==> config.mk <==
export PLATFORM = sky130hd
export DESIGN_NAME = lzc_norm_pipe_flat
export DESIGN_NICKNAME = d
export VERILOG_FILES = /design/src/rtl/lzc_norm_pipe_if.sv /design/src/rtl/lzc_norm_pipe.sv /design/src/flat_wrapper.sv
export SDC_FILE = /design/constraint.sdc
export NUM_CORES = 1
export LEC_CHECK = 0
export ABC_AREA = 1
export CAP_MARGIN = 20
export CORE_AREA = 5 5 76 78
export DETAILED_ROUTE_END_ITERATION = 6
export DIE_AREA = 0 0 81 83
export HOLD_SLACK_MARGIN = 0.02
export PLACE_DENSITY = 0.89
export SLEW_MARGIN = 20
export SYNTH_ARGS = -nofsm -noshare
export SYNTH_HDL_FRONTEND = slang
export SYNTH_SLANG_ARGS = --single-unit
==> constraint.sdc <==
create_clock -name clk -period 4 [get_ports clk]
set_clock_uncertainty 0.2 [all_clocks]
set_input_delay 1.2 -clock clk [delete_from_list [all_inputs] [get_ports clk]]
set_output_delay 1.2 -clock clk [all_outputs]
set_load 0.03 [all_outputs]
==> src/rtl/lzc_norm_pipe_if.sv <==
// Handshake bundle for lzc_norm_pipe: input word/tag channel and result channel.
// master = producer/consumer side, slave = the leading-zero pipeline itself.
interface lzc_norm_pipe_if #(
   parameter int WIDTH = 32,
   parameter int TAG_W = 4
);
   localparam int CW = $clog2(WIDTH) + 1;

   logic             in_valid;
   logic             in_ready;
   logic [WIDTH-1:0] in_data;
   logic [TAG_W-1:0] in_tag;

   logic             out_valid;
   logic             out_ready;
   logic [CW-1:0]    lz_cnt;
   logic [CW:0]      shift_amt;
   logic             zero;
   logic [WIDTH-1:0] norm_data;
   logic [TAG_W-1:0] out_tag;

   modport master (
      output in_valid, in_data, in_tag, out_ready,
      input  in_ready, out_valid, lz_cnt, shift_amt, zero, norm_data, out_tag
   );

   modport slave (
      input  in_valid, in_data, in_tag, out_ready,
      output in_ready, out_valid, lz_cnt, shift_amt, zero, norm_data, out_tag
   );
endinterface

==> src/rtl/lzc_norm_pipe.sv <==
// Pipelined leading-zero counter / normaliser (1 or 2 stages, valid/ready).
// Optional barrel shifter for norm_data enabled by macro LZC_NORM_SHIFT_EN.
module lzc_norm_pipe #(
   parameter int WIDTH  = 32,
   parameter int OFFSET = 9,
   parameter int STAGES = 2,
   parameter int TAG_W  = 4
) (
   input logic             clk,
   input logic             rst,
   lzc_norm_pipe_if.slave  bus
);
   localparam int CW = $clog2(WIDTH) + 1;
   localparam int NG = WIDTH / 8;
   localparam logic [CW:0] OFF_V = (CW+1)'(OFFSET);

   // Handshake: a word moves on any clock edge where valid & ready are both high;
   // valid never waits on ready, and a held result keeps every output stable.

   function automatic logic [2:0] byte_lz(input logic [7:0] b);
      logic [2:0] r;
      r = 3'd0;
      for (int i = 0; i < 8; i++) begin
         if (b[i]) r = 3'(7 - i);
      end
      return r;
   endfunction

   // Highest nonempty group wins; all groups empty means the full width.
   function automatic logic [CW-1:0] resolve(input logic [NG-1:0]   gv,
                                             input logic [3*NG-1:0] glz);
      logic [CW-1:0] r;
      r = CW'(WIDTH);
      for (int g = 0; g < NG; g++) begin
         if (gv[g]) r = CW'((NG - 1 - g) * 8) + CW'(glz[3*g +: 3]);
      end
      return r;
   endfunction

   logic [NG-1:0]   gv_in;
   logic [3*NG-1:0] glz_in;

   always_comb begin
      gv_in  = '0;
      glz_in = '0;
      for (int g = 0; g < NG; g++) begin
         gv_in[g]         = |bus.in_data[8*g +: 8];
         glz_in[3*g +: 3] = byte_lz(bus.in_data[8*g +: 8]);
      end
   end

   logic             src_valid;
   logic [TAG_W-1:0] src_tag;
   logic [NG-1:0]    src_gv;
   logic [3*NG-1:0]  src_glz;
`ifdef LZC_NORM_SHIFT_EN
   logic [WIDTH-1:0] src_data;
`endif
   logic             acc_ready;
   logic             out_v;
   logic             adv_out;

   assign adv_out      = !out_v || bus.out_ready;
   assign bus.in_ready = acc_ready;

   generate
      if (STAGES == 2) begin : g_two
         logic             v1;
         logic [TAG_W-1:0] t1;
         logic [NG-1:0]    gv1;
         logic [3*NG-1:0]  glz1;

         assign acc_ready = !v1 || adv_out;

         always_ff @(posedge clk or posedge rst) begin
            if (rst) begin
               v1   <= 1'b0;
               t1   <= '0;
               gv1  <= '0;
               glz1 <= '0;
            end else if (acc_ready) begin
               v1 <= bus.in_valid;
               if (bus.in_valid) begin
                  t1   <= bus.in_tag;
                  gv1  <= gv_in;
                  glz1 <= glz_in;
               end
            end
         end

`ifdef LZC_NORM_SHIFT_EN
         // The raw word is only needed downstream when the shifter exists.
         logic [WIDTH-1:0] d1;
         always_ff @(posedge clk or posedge rst) begin
            if (rst) begin
               d1 <= '0;
            end else if (acc_ready && bus.in_valid) begin
               d1 <= bus.in_data;
            end
         end
         assign src_data = d1;
`endif

         assign src_valid = v1;
         assign src_tag   = t1;
         assign src_gv    = gv1;
         assign src_glz   = glz1;
      end else begin : g_one
         assign acc_ready = adv_out;
         assign src_valid = bus.in_valid;
         assign src_tag   = bus.in_tag;
         assign src_gv    = gv_in;
         assign src_glz   = glz_in;
`ifdef LZC_NORM_SHIFT_EN
         assign src_data  = bus.in_data;
`endif
      end
   endgenerate

   logic [CW-1:0]    lz_next;
   logic [CW-1:0]    lz_r;
   logic [CW:0]      sh_r;
   logic             zero_r;
   logic [TAG_W-1:0] tag_r;

   assign lz_next = resolve(src_gv, src_glz);

   always_ff @(posedge clk or posedge rst) begin
      if (rst) begin
         out_v  <= 1'b0;
         lz_r   <= '0;
         sh_r   <= '0;
         zero_r <= 1'b0;
         tag_r  <= '0;
      end else if (adv_out) begin
         out_v <= src_valid;
         if (src_valid) begin
            lz_r   <= lz_next;
            sh_r   <= {1'b0, lz_next} - OFF_V;
            zero_r <= ~|src_gv;
            tag_r  <= src_tag;
         end
      end
   end

`ifdef LZC_NORM_SHIFT_EN
   // Shift by the full width (all-zero input) naturally yields zero.
   logic [WIDTH-1:0] norm_r;
   always_ff @(posedge clk or posedge rst) begin
      if (rst) begin
         norm_r <= '0;
      end else if (adv_out && src_valid) begin
         norm_r <= src_data << lz_next;
      end
   end
   assign bus.norm_data = norm_r;
`else
   assign bus.norm_data = '0;
`endif

   assign bus.out_valid = out_v;
   assign bus.lz_cnt    = lz_r;
   assign bus.shift_amt = sh_r;
   assign bus.zero      = zero_r;
   assign bus.out_tag   = tag_r;
endmodule
==> src/flat_wrapper.sv <==
// flat-port wrapper written by rule: the top's interface ports become plain ports
module lzc_norm_pipe_flat 
#(
   parameter int WIDTH  = 32,
   parameter int OFFSET = 9,
   parameter int STAGES = 2,
   parameter int TAG_W  = 4
)
  (clk, rst, bus_in_valid, bus_in_data, bus_in_tag, bus_out_ready, bus_in_ready, bus_out_valid, bus_lz_cnt, bus_shift_amt, bus_zero, bus_norm_data, bus_out_tag);
  lzc_norm_pipe_if #(.WIDTH(WIDTH), .TAG_W(TAG_W)) bus_i ();
  input logic clk;
  input logic rst;
  input wire logic [$bits(bus_i.in_valid)-1:0] bus_in_valid;
  input wire logic [$bits(bus_i.in_data)-1:0] bus_in_data;
  input wire logic [$bits(bus_i.in_tag)-1:0] bus_in_tag;
  input wire logic [$bits(bus_i.out_ready)-1:0] bus_out_ready;
  output wire logic [$bits(bus_i.in_ready)-1:0] bus_in_ready;
  output wire logic [$bits(bus_i.out_valid)-1:0] bus_out_valid;
  output wire logic [$bits(bus_i.lz_cnt)-1:0] bus_lz_cnt;
  output wire logic [$bits(bus_i.shift_amt)-1:0] bus_shift_amt;
  output wire logic [$bits(bus_i.zero)-1:0] bus_zero;
  output wire logic [$bits(bus_i.norm_data)-1:0] bus_norm_data;
  output wire logic [$bits(bus_i.out_tag)-1:0] bus_out_tag;
  assign bus_i.in_valid = bus_in_valid;
  assign bus_i.in_data = bus_in_data;
  assign bus_i.in_tag = bus_in_tag;
  assign bus_i.out_ready = bus_out_ready;
  assign bus_in_ready = bus_i.in_ready;
  assign bus_out_valid = bus_i.out_valid;
  assign bus_lz_cnt = bus_i.lz_cnt;
  assign bus_shift_amt = bus_i.shift_amt;
  assign bus_zero = bus_i.zero;
  assign bus_norm_data = bus_i.norm_data;
  assign bus_out_tag = bus_i.out_tag;
  lzc_norm_pipe #(.WIDTH(WIDTH), .OFFSET(OFFSET), .STAGES(STAGES), .TAG_W(TAG_W)) u_core (.clk(clk), .rst(rst), .bus(bus_i));
endmodule
==> results of run 1 <==
==> routing by layer <==
layer / vias up / track usage [%] / wire length, um
met4: 0 / 4.15 / 81
met5: - / 0 / 0
li1: 991 / - / -
met3: 9 / 4.22 / 295
met2: 65 / 25.9 / 2420
met1: 865 / 16.8 / 1880
==> cells in the mapped netlist (2+ instances only) <==
| master | instances |
|---|---|
| sky130_fd_sc_hd__nand2_1 | 95 |
| sky130_fd_sc_hd__buf_2 | 6 |
| sky130_fd_sc_hd__nor4_1 | 3 |
| sky130_fd_sc_hd__nand2_2 | 2 |
| sky130_fd_sc_hd__a41oi_1 | 3 |
| sky130_fd_sc_hd__inv_1 | 25 |
| sky130_fd_sc_hd__buf_4 | 32 |
| sky130_fd_sc_hd__or2_2 | 6 |
| sky130_fd_sc_hd__dfrtp_1 | 40 |
| sky130_fd_sc_hd__a31oi_1 | 2 |
| sky130_fd_sc_hd__or2_1 | 2 |
| sky130_fd_sc_hd__a31o_2 | 3 |
| sky130_fd_sc_hd__inv_2 | 5 |
| sky130_fd_sc_hd__nor2_1 | 22 |
| sky130_fd_sc_hd__o21ai_0 | 12 |
| sky130_fd_sc_hd__a21oi_1 | 10 |
| sky130_fd_sc_hd__nand3_1 | 14 |
==> logic make-up (layout without fill, tap and decap cells) <==
kind of cell,Yosys count,after routing,synth area share [%]
AO/OA/AOI/OAI,37,37,10.5
flip-flops,40,40,44.5
buffers and inverters,68,100,17.0
adder cells (fa/ha/maj),1,1,0.556
other,1,32,0.167
AND/OR/NAND/NOR,147,147,27.3
==> layout make-up <==
type	instances	area, um^2	share of cell area (%)
repair buffers	62	613	21.1
inverters	30	113	3.88
well taps	70	87.6	3.02
flip-flops and latches	40	1000	34.5
multi-input cells	217	981	33.8
clock inverters	2	35.0	1.21
clock buffers	6	72.6	2.50
==> power by group through the flow <==
| stage | logic, mW | registers (mW) | clock network, mW |
|---|---|---|---|
| after floorplan | 0.195 | 0.606 | 0 |
| after global placement | 0.430 | 0.514 | 0 |
| after detailed placement | 0.439 | 0.518 | 0 |
| after CTS | 0.440 | 0.510 | 0.324 |
| after global routing | 0.476 | 0.518 | 0.342 |
| final | 0.436 | 0.509 | 0.318 |
==> worst max-delay path: stages <==
cell and delay (ns):
sky130_fd_sc_hd__clkdlybuf4s50_1 0.45, sky130_fd_sc_hd__inv_1 0.04, sky130_fd_sc_hd__nand3_1 0.10, sky130_fd_sc_hd__clkdlybuf4s50_1 0.68
==> flip-flops by register name, summed over array words and instances, names as in the netlist <==
name and cells:
u_core.bus.out_valid 1, u_core.g_two.gv1 4, u_core.g_two.v1 1, u_core.bus.out_tag 4, u_core.bus.lz_cnt 6, u_core.g_two.t1 4
u_core.bus.zero 1, u_core.bus.shift_amt 7, u_core.g_two.glz1 12
==> stage by stage <==
stage | cell area, um^2 | hold slack [ns] | setup WS (ns) | cells
6_report | 2900 | 0.279 | 0.123 | 427
5_1_grt | 2900 | 0.307 | 0.0501 | 427
4_1_cts | 2900 | 0.285 | 0.109 | 427
3_5_place_dp | 2800 | 0.265 | 0.115 | 419
3_3_place_gp | 2800 | 0.256 | 0.116 | 419
2_1_floorplan | 2360 | 0.242 | 1.08 | 325
==> path summary, 6_finish.rpt <==
check,cells after the start,endpoint,slack [ns],startpoint
setup / recovery,4,bus_in_ready,0.12,bus_out_ready
hold / removal,2,u_core.bus.out_tag[1],0.28,u_core.g_two.t1[1]
setup reg to reg,9,u_core.bus.shift_amt[6],2.17,u_core.g_two.gv1[2]
hold reg to reg,2,u_core.bus.out_tag[1],0.28,u_core.g_two.t1[1]
max in group asynchronous,3,u_core.g_two.glz1[5],2.15,rst
min in group asynchronous,3,u_core.bus.out_tag[2],1.12,rst
==> out/qor.csv, run 1 <==
stage,metric,value,unit
run,max_cap_viol_count,0,
finish,num-nets-final,397,
timing,finalWorstPathRequiredPeriod,3.88,ns
synthesis,sequential_to_total_area_share_from_yosys_stat,44.5,%
finish,syn_to_final_growth,29.1,%
grt,grt-ovfl-total,0,
power,power_switching_share,34.5,%
power,total_power,1.26,mW
floorplan,io_pins,92,
clocking,setup_fix_buffers_added_after_clock_tree_synthesis,0,
floorplan,core_region_area,5010,um^2
timing,rsz0062_at_grt,no,
power,comb_power_share,34.5,%
timing,post-route-period-util,96.9,%
synthesis,yosys_most_used_dff,sky130_fd_sc_hd__dfrtp_1,
drt,detailroute.via_count,1930,
finish,n_fill_cell,472,
synthesis,async_reset_ff_share,100,%
clocking,cts.reportedPaths.clkPinSlew,0.07,ns
clocking,root_buffer,sky130_fd_sc_hd__clkbuf_8,
finish,drive_above_1_share,8.12,%
clocking,clock_insertion_delay_at_the_later_pin_of_the_skew_report,0.29,ns
finish,layout.core_utilization,57.9,%
timing,timing.final.hold_violations,0,
critical_path,critPathKind,in -> out,
clocking,cts-htree-levels,2,
floorplan,die-width,81,um
floorplan,die_y,83,um
synthesis,synth_cell_type_count,29,
drt,drt_drc_violations_left,0,
synthesis,post-synth-top-area-fraction,44.5,%
power,ratio_of_total_power_to_cell_area,435,nW/um^2
power,sw_pwr,0.435,mW
power,pwr-share-seq,40.3,%
drt,route.detailed.vias_per_inst,4.52,
floorplan,num_rows,26,
power,clkPwrFrac,25.2,%
timing,maxSlewViolCount,0,
floorplan,design.die.area,6720,um^2
grt,via_count_of_the_first_global_routing_pass,1921,
finish,layout.cells.most_common,sky130_fd_sc_hd__nand2_1,
timing,fmax,0.258,GHz
worst_hold_path,min_path_type,reg -> reg,
critical_path,crit_start_category,input pin,
place,place.port_buffers,59,
timing,setup_tns,0,ns
synthesis,synth_area,2250,um^2
finish,antenna_cells_inserted,0,
synthesis,yosys.area.top_type,sky130_fd_sc_hd__dfrtp_1,
finish,mostFrequentLayoutCells,"95 x sky130_fd_sc_hd__nand2_1, 59 x sky130_fd_sc_hd__clkdlybuf4s50_1, 40 x sky130_fd_sc_hd__dfrtp_1, 32 x sky130_fd_sc_hd__conb_1, 25 x sky130_fd_sc_hd__inv_1",
clocking,clock_tree.buffer_depth,2,
synthesis,syn-instance-count,294,
critical_path,worst-endpoint-arrival,2.48,ns
grt,globalRouteTotalUtil,14.7,%
grt,grt_pass1_wl,7960,um
drt,totalWireLength,4680,um
synthesis,ys_ff_latch,40,
power,power_report.internal_total,0.827,mW
drt,detail_route.first_pass.iterations,4,
place,dp.final_hpwl,3840,um
clocking,cts_hold_buffers,0,
synthesis,synth_area_per_cell,7.65,um^2
grt,antenna_violations_before_repair,0,
drt,postRouteAntennaNets,0,
outcome,run_status,completed,
critical_path,data_required_time_at_the_worst_endpoint,2.60,ns
critical_path,crit_path_end_kind,primary output,
clocking,cts_buffers,5,
synthesis,synth-edff-count,0,
floorplan,start_util,44.9,%
critical_path,crit_fanout,3,
grt,grt_start_max_net_pins,41,
clocking,cts_tree,built,
clocking,postCtsResizedCells,0,
synthesis,synth_area_leaders,"sky130_fd_sc_hd__dfrtp_1 45%, sky130_fd_sc_hd__nand2_1 16%, sky130_fd_sc_hd__buf_4 11%, sky130_fd_sc_hd__inv_1 4.2%, sky130_fd_sc_hd__nor2_1 3.7%",
drt,drt-wirelength-per-cell,11.0,um
synthesis,yosysWarningCount,0,
power,vdd_ir_drop_max,0.000206,V
drt,detail_route.iter0.violations,64,
power,p_leak,1.46,nW
timing,setup_violations,0,
clocking,cts.sink_count,40,
place,gp_congestion,0.763,
No activity file was read; power rests on OpenSTA's default activity.
==> run 2, diff against run 1 <==
CORE_AREA = 5 5 82 84   (was 5 5 76 78)
DIE_AREA = 0 0 87 89   (was 0 0 81 83)
GPL_TIMING_DRIVEN = 1   (was not set)
PLACE_DENSITY = 0.81   (was 0.89)
clock period = 3.15 ns   (was 4 ns; I/O delays follow)
==> out/qor.csv, run 2 (same netlist as run 1, synthesis figures left out) <==
stage,metric,value,unit,change
outcome,run_status,completed,,unchanged
timing,rsz0062_at_grt,no,,unchanged
floorplan,design.die.area,7740,um^2,was 6720 um^2
clocking,postCtsResizedCells,0,,unchanged
critical_path,crit_path_end_kind,primary output,,unchanged
critical_path,crit_fanout,3,,unchanged
clocking,cts_buffers,5,,unchanged
drt,postRouteAntennaNets,0,,unchanged
power,ratio_of_total_power_to_cell_area,538,nW/um^2,was 435 nW/um^2
place,place.port_buffers,59,,unchanged
power,p_leak,1.45,nW,was 1.46 nW
critical_path,data_required_time_at_the_worst_endpoint,2.00,ns,was 2.60 ns
place,dpl_cell_area,2800,um^2,about the same
clocking,cts.sink_count,40,,unchanged
grt,grt_start_max_net_pins,41,,unchanged
critical_path,crit_start_category,input pin,,unchanged
timing,setup_violations,0,,unchanged
grt,antenna_violations_before_repair,0,,unchanged
finish,finish.instance_area,2890,um^2,was 2900 um^2
grt,grt_pass1_wl,7880,um,was 7960 um
floorplan,die_y,89,um,was 83 um
grt,grt-ovfl-total,0,,unchanged
critical_path,timing.critical_path.cells,"clkdlybuf4s50_1, inv_1, nand3_1, buf_4",,"was clkdlybuf4s50_1, inv_1, nand3_1, clkdlybuf4s50_1"
finish,drive_above_1_share,8.40,%,was 8.12%
floorplan,io_pins,92,,unchanged
place,dp.final_hpwl,3880,um,was 3840 um
drt,drt-wirelength-per-cell,11.3,um,was 11.0 um
grt,via_count_of_the_first_global_routing_pass,1853,,was 1921
clocking,cts.reportedPaths.clkPinSlew,0.07,ns,about the same
clocking,cts_tree,built,,unchanged
critical_path,reg2reg_depth,9,,unchanged
finish,max_flop_register,u_core.g_two.glz1,,unchanged
worst_hold_path,timing.hold.worst_path_depth,2,,unchanged
clocking,clock_tree.buffer_depth,2,,unchanged
drt,detail_route.first_pass.iterations,4,,unchanged
power,vdd_ir_drop_max,0.000280,V,was 0.000206 V
finish,num-nets-final,397,,unchanged
finish,largest_register_ffs,12,,unchanged
floorplan,die-width,87,um,was 81 um
drt,detailroute.via_count,1945,,was 1930
timing,finalWorstPathRequiredPeriod,2.89,ns,
clocking,cts_hold_buffers,0,,unchanged
timing,timing.final.hold_violations,0,,unchanged
worst_hold_path,min_path_type,reg -> reg,,unchanged
place,gp_congestion,0.857,,was 0.763
finish,antenna_cells_inserted,0,,unchanged
finish,mostFrequentLayoutCells,"95 x sky130_fd_sc_hd__nand2_1, 58 x sky130_fd_sc_hd__clkdlybuf4s50_1, 40 x sky130_fd_sc_hd__dfrtp_1, 32 x sky130_fd_sc_hd__conb_1, 25 x sky130_fd_sc_hd__inv_1",,"was 95 x sky130_fd_sc_hd__nand2_1, 59 x sky130_fd_sc_hd__clkdlybuf4s50_1, 40 x sky130_fd_sc_hd__dfrtp_1, 32 x sky130_fd_sc_hd__conb_1, 25 x sky130_fd_sc_hd__inv_1"
clocking,clock_insertion_delay_at_the_later_pin_of_the_skew_report,0.30,ns,was 0.29 ns
critical_path,worst_path_max_delay_cell,sky130_fd_sc_hd__clkdlybuf4s50_1,,unchanged
finish,syn_to_final_growth,28.7,%,was 29.1%
clocking,setup_fix_buffers_added_after_clock_tree_synthesis,0,,unchanged
grt,globalRouteTotalUtil,12.9,%,was 14.7%
drt,drt_drc_violations_left,0,,unchanged
timing,post-route-period-util,91.8,%,
run,max_cap_viol_count,0,,unchanged
finish,layout.cells.most_common,sky130_fd_sc_hd__nand2_1,,unchanged
timing,maxSlewViolCount,0,,unchanged
floorplan,core_region_area,5850,um^2,was 5010 um^2
critical_path,worst-endpoint-arrival,1.75,ns,was 2.48 ns
finish,n_fill_cell,581,,was 472
floorplan,start_util,38.4,%,was 44.9%
timing,fmax,0.346,GHz,
floorplan,num_rows,28,,was 26
drt,route.detailed.vias_per_inst,4.50,,was 4.52
drt,detail_route.iter0.violations,63,,was 64
timing,timing_worst_slew_pin_value,0.501,ns,
timing,setup_tns,0,ns,unchanged
drt,totalWireLength,4900,um,was 4680 um
timing,max_slew_margin,66.6,%,
clocking,root_buffer,sky130_fd_sc_hd__clkbuf_8,,unchanged
critical_path,critPathMaxStageDelay,0.45,ns,was 0.68 ns
clocking,cts-htree-levels,2,,unchanged
critical_path,critPathKind,in -> out,,unchanged
[run 2: worst paths after layout]
| kind | startpoint | endpoint | slack [ns] |
|---|---|---|---|
| max in group asynchronous | rst | u_core.bus.lz_cnt[5] | 1.53 |
| setup / recovery | bus_out_ready | bus_in_ready | 0.26 |
| hold / removal | u_core.g_two.t1[3] | u_core.bus.out_tag[3] | 0.27 |
| min in group asynchronous | rst | u_core.bus.lz_cnt[0] | 0.87 |
| setup reg to reg | u_core.g_two.gv1[2] | u_core.bus.shift_amt[4] | 1.28 |
| hold reg to reg | u_core.g_two.t1[3] | u_core.bus.out_tag[3] | 0.27 |
[run 2: metal layers]
layer	global-route usage [%]	routed length, um
met3	4.42	431
met5	0	0
met2	21.9	2330
met4	5.38	106
met1	14.9	2040
[run 2: critical path, delay by kind of cell]
kind,cells,cell delay [ns]
and+or+nand+nor,1,0.12
buffers and inverters,3,0.68
[run 2: area by class of cell]
type                       count  area [um^2]  share of cell area (%)
inverter                      30          113                    3.89
multi-input combinational    217          981                    33.9
sequential                    40         1000                    34.6
timing repair buffer          62          611                    21.1
tap                           75         93.8                    3.24
clock buffer                   7         86.3                    2.98
clock inverter                 1         7.51                   0.260
[run 2: metrics by stage]
step | instances | util (%) | total power [mW] | worst slack [ns] | hold WS (ns)
floorplan | 325 | - | 1.02 | 0.738 | 0.242
global placement | 424 | 47.8 | 1.20 | 0.271 | 0.252
detailed placement | 424 | 47.8 | 1.21 | 0.252 | 0.257
CTS | 432 | 49.4 | 1.57 | 0.244 | 0.276
global route | 432 | 49.4 | 1.64 | 0.220 | 0.305
finish | 432 | 49.4 | 1.56 | 0.257 | 0.273
[run 2: power by group]
| part | leakage (nW) | internal (mW) | switching [mW] |
|---|---|---|---|
| clock network | 0.0445 | 0.178 | 0.178 |
| logic | 0.924 | 0.217 | 0.338 |
| registers | 0.486 | 0.598 | 0.0464 |
| total | 1.45 | 0.993 | 0.563 |
==> patch 1, RTL diff (config.mk and constraints of run 2) <==
`TAG_W` is set to 4 in 3 places; all go to 6.
--- a/src/rtl/lzc_norm_pipe_if.sv
+++ b/src/rtl/lzc_norm_pipe_if.sv
@@ -2,7 +2,7 @@
 // master = producer/consumer side, slave = the leading-zero pipeline itself.
 interface lzc_norm_pipe_if #(
    parameter int WIDTH = 32,
-   parameter int TAG_W = 4
+   parameter int TAG_W = 6
 );
    localparam int CW = $clog2(WIDTH) + 1;
 
--- a/src/rtl/lzc_norm_pipe.sv
+++ b/src/rtl/lzc_norm_pipe.sv
@@ -4,7 +4,7 @@
    parameter int WIDTH  = 32,
    parameter int OFFSET = 9,
    parameter int STAGES = 2,
-   parameter int TAG_W  = 4
+   parameter int TAG_W  = 6
 ) (
    input logic             clk,
    input logic             rst,
--- a/src/flat_wrapper.sv
+++ b/src/flat_wrapper.sv
@@ -4,7 +4,7 @@
    parameter int WIDTH  = 32,
    parameter int OFFSET = 9,
    parameter int STAGES = 2,
-   parameter int TAG_W  = 4
+   parameter int TAG_W  = 6
 )
   (clk, rst, bus_in_valid, bus_in_data, bus_in_tag, bus_out_ready, bus_in_ready, bus_out_valid, bus_lz_cnt, bus_shift_amt, bus_zero, bus_norm_data, bus_out_tag);
   lzc_norm_pipe_if #(.WIDTH(WIDTH), .TAG_W(TAG_W)) bus_i ();
Ports: changed (resized bus_in_tag and bus_out_tag); port bits go from 92 to 96. No check against the original RTL was run, so the function may have changed too.
==> patch 1 against run 2 <==
  * Synthesized area grew 7.0%
  * Wire length grew 5.9%
  * Sequential cell count grew 4
  * Setup slack lost 0.0077 ns
  * Total power grew 14%
  * Synthesized cell count grew 5.1%
  * Final area grew 9.2%
  * Non-clock buffer count grew 7
  * Largest cell class unchanged
==> patch 1: results (changes against run 2) <==
| Metric | Value |
|---|---|
| Reg with most FFs | u_core.g_two.glz1 (unchanged) |
| Cell count of the worst reg-to-reg path | 10 (was 9) |
| Post-route setup slack | 0.249 ns (was 0.257 ns) |
| Vias in the first global route | 1965 (was 1853) |
| Largest net degree at the start of global routing | 24 (was 41) |
| Clock Latency Late Sink | 0.30 ns (about the same) |
| Via density | 4.49 (was 4.50) |
| # port buffers | 63 (was 59) |
| Fraction of layout cells with a size suffix above 1 | 0.0902 (was 0.0840) |
| CP Max Fanout | 3 (unchanged) |
| GPL Wtd Cong | 0.861 (was 0.857) |
| # nets final | 419 (was 397) |
| Post-synth top cells | nand2_1, dfrtp_1, buf_4, inv_1, nor2_1 (unchanged) |
| Pre-CTS setup slack | 0.238 ns (was 0.252 ns) |
| Rel. slew slack | 0.437 (was 0.666) |
| Worst path arrival time | around 1.8 ns |
| 1st-iter DRT viols | 91 (was 63) |
| Syn. warnings | 0 (unchanged) |
| Worst R2R Setup Slack | approximately 1.3 ns |
| Library cells used by synthesis | 33 (was 29) |
| Leak Pwr | 1.56 nW (was 1.45 nW) |
| Fill count | 530 (was 581) |
| Post-DP HPWL | 4.30 mm (was 3.88 mm) |
| Highest ir drop seen on vdd | 0.320 mV (was 0.280 mV) |
| Ranking of synthesized cells by area | dfrtp_1, nand2_1, buf_4, inv_1, o21ai_0 (was dfrtp_1, nand2_1, buf_4, inv_1, nor2_1) |
| Post-synthesis sequential area ratio | 0.458 (was 0.445) |
| First-pass DRT Iterations | 5 (was 4) |
| CP peak stage delay | 0.40 ns (was 0.45 ns) |
| CTS max path bufs | 2 (unchanged) |
| Worst min path class | register to register (unchanged) |
| First-pass GRT wire length | 8.71 mm (was 7.88 mm) |
| Status | finished, final reports clean (unchanged) |
| Per-cell routed wire length | 11.5 µm (was 11.3 µm) |
| Critical path endpoint | bus_in_ready (unchanged) |
| All-Layer GR Usage | 0.142 (was 0.129) |
| Int Pwr | 1.17 mW (was 0.993 mW) |
[patch 1: final cells by class]
cell class / count / area share
Clock buffer: 6 / 0.0261
Multi-Input combinational cell: 223 / 0.323
Timing Repair Buffer: 69 / 0.221
Clock inverter: 2 / 0.0123
Inverter: 33 / 0.0392
Sequential cell: 44 / 0.349
Tap cell: 75 / 0.0297
[patch 1: routing by layer]
| metal | track usage | up-vias | routed length [µm] |
|---|---|---|---|
| met2 | 0.248 | 67 | 2610 |
| li1 | - | 1046 | - |
| met5 | 0 | - | 0 |
| met3 | 0.0369 | 4 | 386 |
| met1 | 0.172 | 913 | 2160 |
| met4 | 0.0453 | 0 | 44 |
[patch 1: worst min path at each step]
stage                                  from                       to  slack [ns]
finish                u_core.bus.out_tag[5]    u_core.bus.out_tag[5]        0.29
global route           u_core.g_two.glz1[3]     u_core.g_two.glz1[3]        0.32
CTS                   u_core.bus.out_tag[5]    u_core.bus.out_tag[5]        0.29
detailed placement       u_core.g_two.t1[1]    u_core.bus.out_tag[1]        0.27
global placement    u_core.bus.shift_amt[0]  u_core.bus.shift_amt[0]        0.26
floorplan                u_core.g_two.t1[0]    u_core.bus.out_tag[0]        0.24
[patch 1: stage by stage]
stage / instance area, µm² / utilization / instances
after floorplan: 2520 / - / 340
final: 3160 / 0.540 / 452
after global routing: 3160 / 0.540 / 452
after detailed placement: 3040 / 0.519 / 444
after global placement: 3040 / 0.519 / 444
after CTS: 3160 / 0.540 / 452
[patch 1: cell families (layout without fill, tap and decap cells)]
| family | Yosys count | in the layout | synth area share |
|---|---|---|---|
| other | 1 | 32 | 0.00156 |
| AOI/OAI and AO/OA | 43 | 43 | 0.111 |
| adders and majority gates | 1 | 1 | 0.00520 |
| and+or+nand+nor | 147 | 147 | 0.258 |
| DFF | 44 | 44 | 0.458 |
| buffers and inverters | 73 | 110 | 0.166 |
[patch 1: critical path, delay by kind of cell]
kind | cells | cell delay, ns
buffers and inverters | 3 | 0.65
and+or+nand+nor | 1 | 0.15
[patch 1: power by group through the flow]
stage          Combinational, mW  Sequential [mW]  Clock, mW
2_1_floorplan              0.260            0.852          0
3_3_place_gp               0.609            0.722          0
3_5_place_dp               0.621            0.724          0
4_1_cts                    0.622            0.713      0.458
5_1_grt                    0.672            0.728      0.487
6_report                   0.617            0.712      0.450
==> patch 2, RTL diff (settings of run 2) <==
Without the edit above. `OFFSET` is set to 9 in 2 places; all go to 4.
--- a/src/rtl/lzc_norm_pipe.sv
+++ b/src/rtl/lzc_norm_pipe.sv
@@ -2,7 +2,7 @@
 // Optional barrel shifter for norm_data enabled by macro LZC_NORM_SHIFT_EN.
 module lzc_norm_pipe #(
    parameter int WIDTH  = 32,
-   parameter int OFFSET = 9,
+   parameter int OFFSET = 4,
    parameter int STAGES = 2,
    parameter int TAG_W  = 4
 ) (
--- a/src/flat_wrapper.sv
+++ b/src/flat_wrapper.sv
@@ -2,7 +2,7 @@
 module lzc_norm_pipe_flat 
 #(
    parameter int WIDTH  = 32,
-   parameter int OFFSET = 9,
+   parameter int OFFSET = 4,
    parameter int STAGES = 2,
    parameter int TAG_W  = 4
 )
Formal check against the unedited RTL: not equivalent (a bounded check fails within 4 cycles, from zero or initial values and one cycle with rst high).
==> patch 2 against run 2 <==
  * Global-route usage fell by 1.7 points
  * Final area shrank 3.1%
  * First-iteration DRC count is 3.2% lower
  * Wire length is 13% lower
  * Setup slack got worse by 0.044 ns
  * Sequential cell count down 2
  * Maximum frequency down 1.5%
  * Synthesized area down 1.0%
  * Die area is the same
  * Total power down 14%
==> patch 2: results (changes against run 2) <==
| Metric | Value |
|---|---|
| GR Layer Usage met3 | 0.0332 (was 0.0442) |
| Worst R2R Setup Slack | 1.44 ns (was 1.28 ns) |
| First-pass GRT wire length | 6.98 mm (was 7.88 mm) |
| Leak Pwr | 1.44 nW (was 1.45 nW) |
| Cell count of the worst reg-to-reg path | 9 (unchanged) |
| Post-layout min period | 2.94 ns (was 2.89 ns) |
| Layout Cells excl Fill | 425 (was 432) |
| Worst path arrival time | 1.79 ns (was 1.75 ns) |
| Post-synthesis adder-cell area fraction | 0.00562 (was 0.00556) |
| Worst Hold Path EP | u_core.bus.out_tag[0] (was u_core.bus.out_tag[3]) |
| CP peak stage delay | 0.39 ns (was 0.45 ns) |
| Post-synth top cells | nand2_1, inv_1, dfrtp_1, buf_4, nand3_1 (was nand2_1, dfrtp_1, buf_4, inv_1, nor2_1) |
| DP Cell Count | 418 (was 424) |
| Per-cell routed wire length | 10.0 µm (was 11.3 µm) |
| Fill count | 584 (was 581) |
| GPL Wtd Cong | 0.778 (was 0.857) |
| Ranking of synthesized cells by area | dfrtp_1, nand2_1, buf_4, inv_1, nand3_1 (was dfrtp_1, nand2_1, buf_4, inv_1, nor2_1) |
| # resized after CTS | 0 (unchanged) |
| Pre-CTS setup slack | 0.208 ns (was 0.252 ns) |
| Synth Area in Compound Gates | 0.0753 (was 0.105) |
| Int Pwr | 0.874 mW (was 0.993 mW) |
| Clock Latency Late Sink | 0.28 ns (was 0.30 ns) |
| XOR/XNOR Fraction of Synth Area | 0.00393 (was 0) |
| Hold Startpoint | u_core.g_two.t1[0] (was u_core.g_two.t1[3]) |
| GRT met1 Usage | 0.142 (was 0.149) |
| Clock power frac | 0.226 (was 0.229) |
| Met2 Use GR | 0.184 (was 0.219) |
| Critical R2R Launch | u_core.g_two.gv1[1] (was u_core.g_two.gv1[2]) |
| DRC viols | 0 (unchanged) |
| All-Layer GR Usage | 0.112 (was 0.129) |
| 1st-iter DRT viols | 61 (was 63) |
| Final Cell Area | 2800 µm² (was 2890 µm²) |
| Fin Hold WS | 0.277 ns (was 0.273 ns) |
| DR vias | 1814 (was 1945) |
| Vias in the first global route | 1662 (was 1853) |
| Comb pwr | 0.441 mW (was 0.555 mW) |
| Highest ir drop seen on vdd | 0.337 mV (was 0.280 mV) |
| Status | finished, final reports clean (unchanged) |
| Worst path slowest cell | clkdlybuf4s50_1 (unchanged) |
| Post-synthesis sequential area ratio | 0.427 (was 0.445) |
| Largest net degree at the start of global routing | 39 (was 41) |
| Post-DP HPWL | 3.42 mm (was 3.88 mm) |
| P_sw | 0.462 mW (was 0.563 mW) |
| Fraction of layout cells with a size suffix above 1 | 0.0486 (was 0.0840) |
| Area of placed instances | 2730 µm² (was 2800 µm²) |
| Syn Area/Cell | 7.65 µm² (about the same) |
| # nets final | 391 (was 397) |
==> patch 2: cell families (layout without fill, tap and decap cells) <==
group           Yosys count  count (layout)
buf+inv                  80             108
compound gates           25              25
fa+ha+maj                 1               1
other cells               1              32
xor+xnor                  1               1
simple gates            145             145
flops                    38              38
==> patch 2: worst register-to-register path, stage by stage (launching register included) <==
cell and delay, ns:
dfrtp_1 0.44, inv_1 0.12, nand3_1 0.08, nand2_1 0.08, nand2_1 0.05, nand2_1 0.11, inv_1 0.06, ha_1 0.21
xor2_1 0.16, o21ai_0 0.15
==> patch 2: final cells by class <==
type / instances / area share
Clock buffer: 7 / 0.0272
Tap cell: 75 / 0.0335
Inverter: 41 / 0.0558
Timing Repair Buffer: 60 / 0.212
Multi-Input combinational cell: 204 / 0.332
Sequential cell: 38 / 0.339
==> patch 2: metal layers <==
layer / part of all wire / up-vias
met1: 0.45 / 779
met4: 0.011 / 0
met5: 0 / -
li1: - / 955
met2: 0.44 / 74
met3: 0.099 / 6
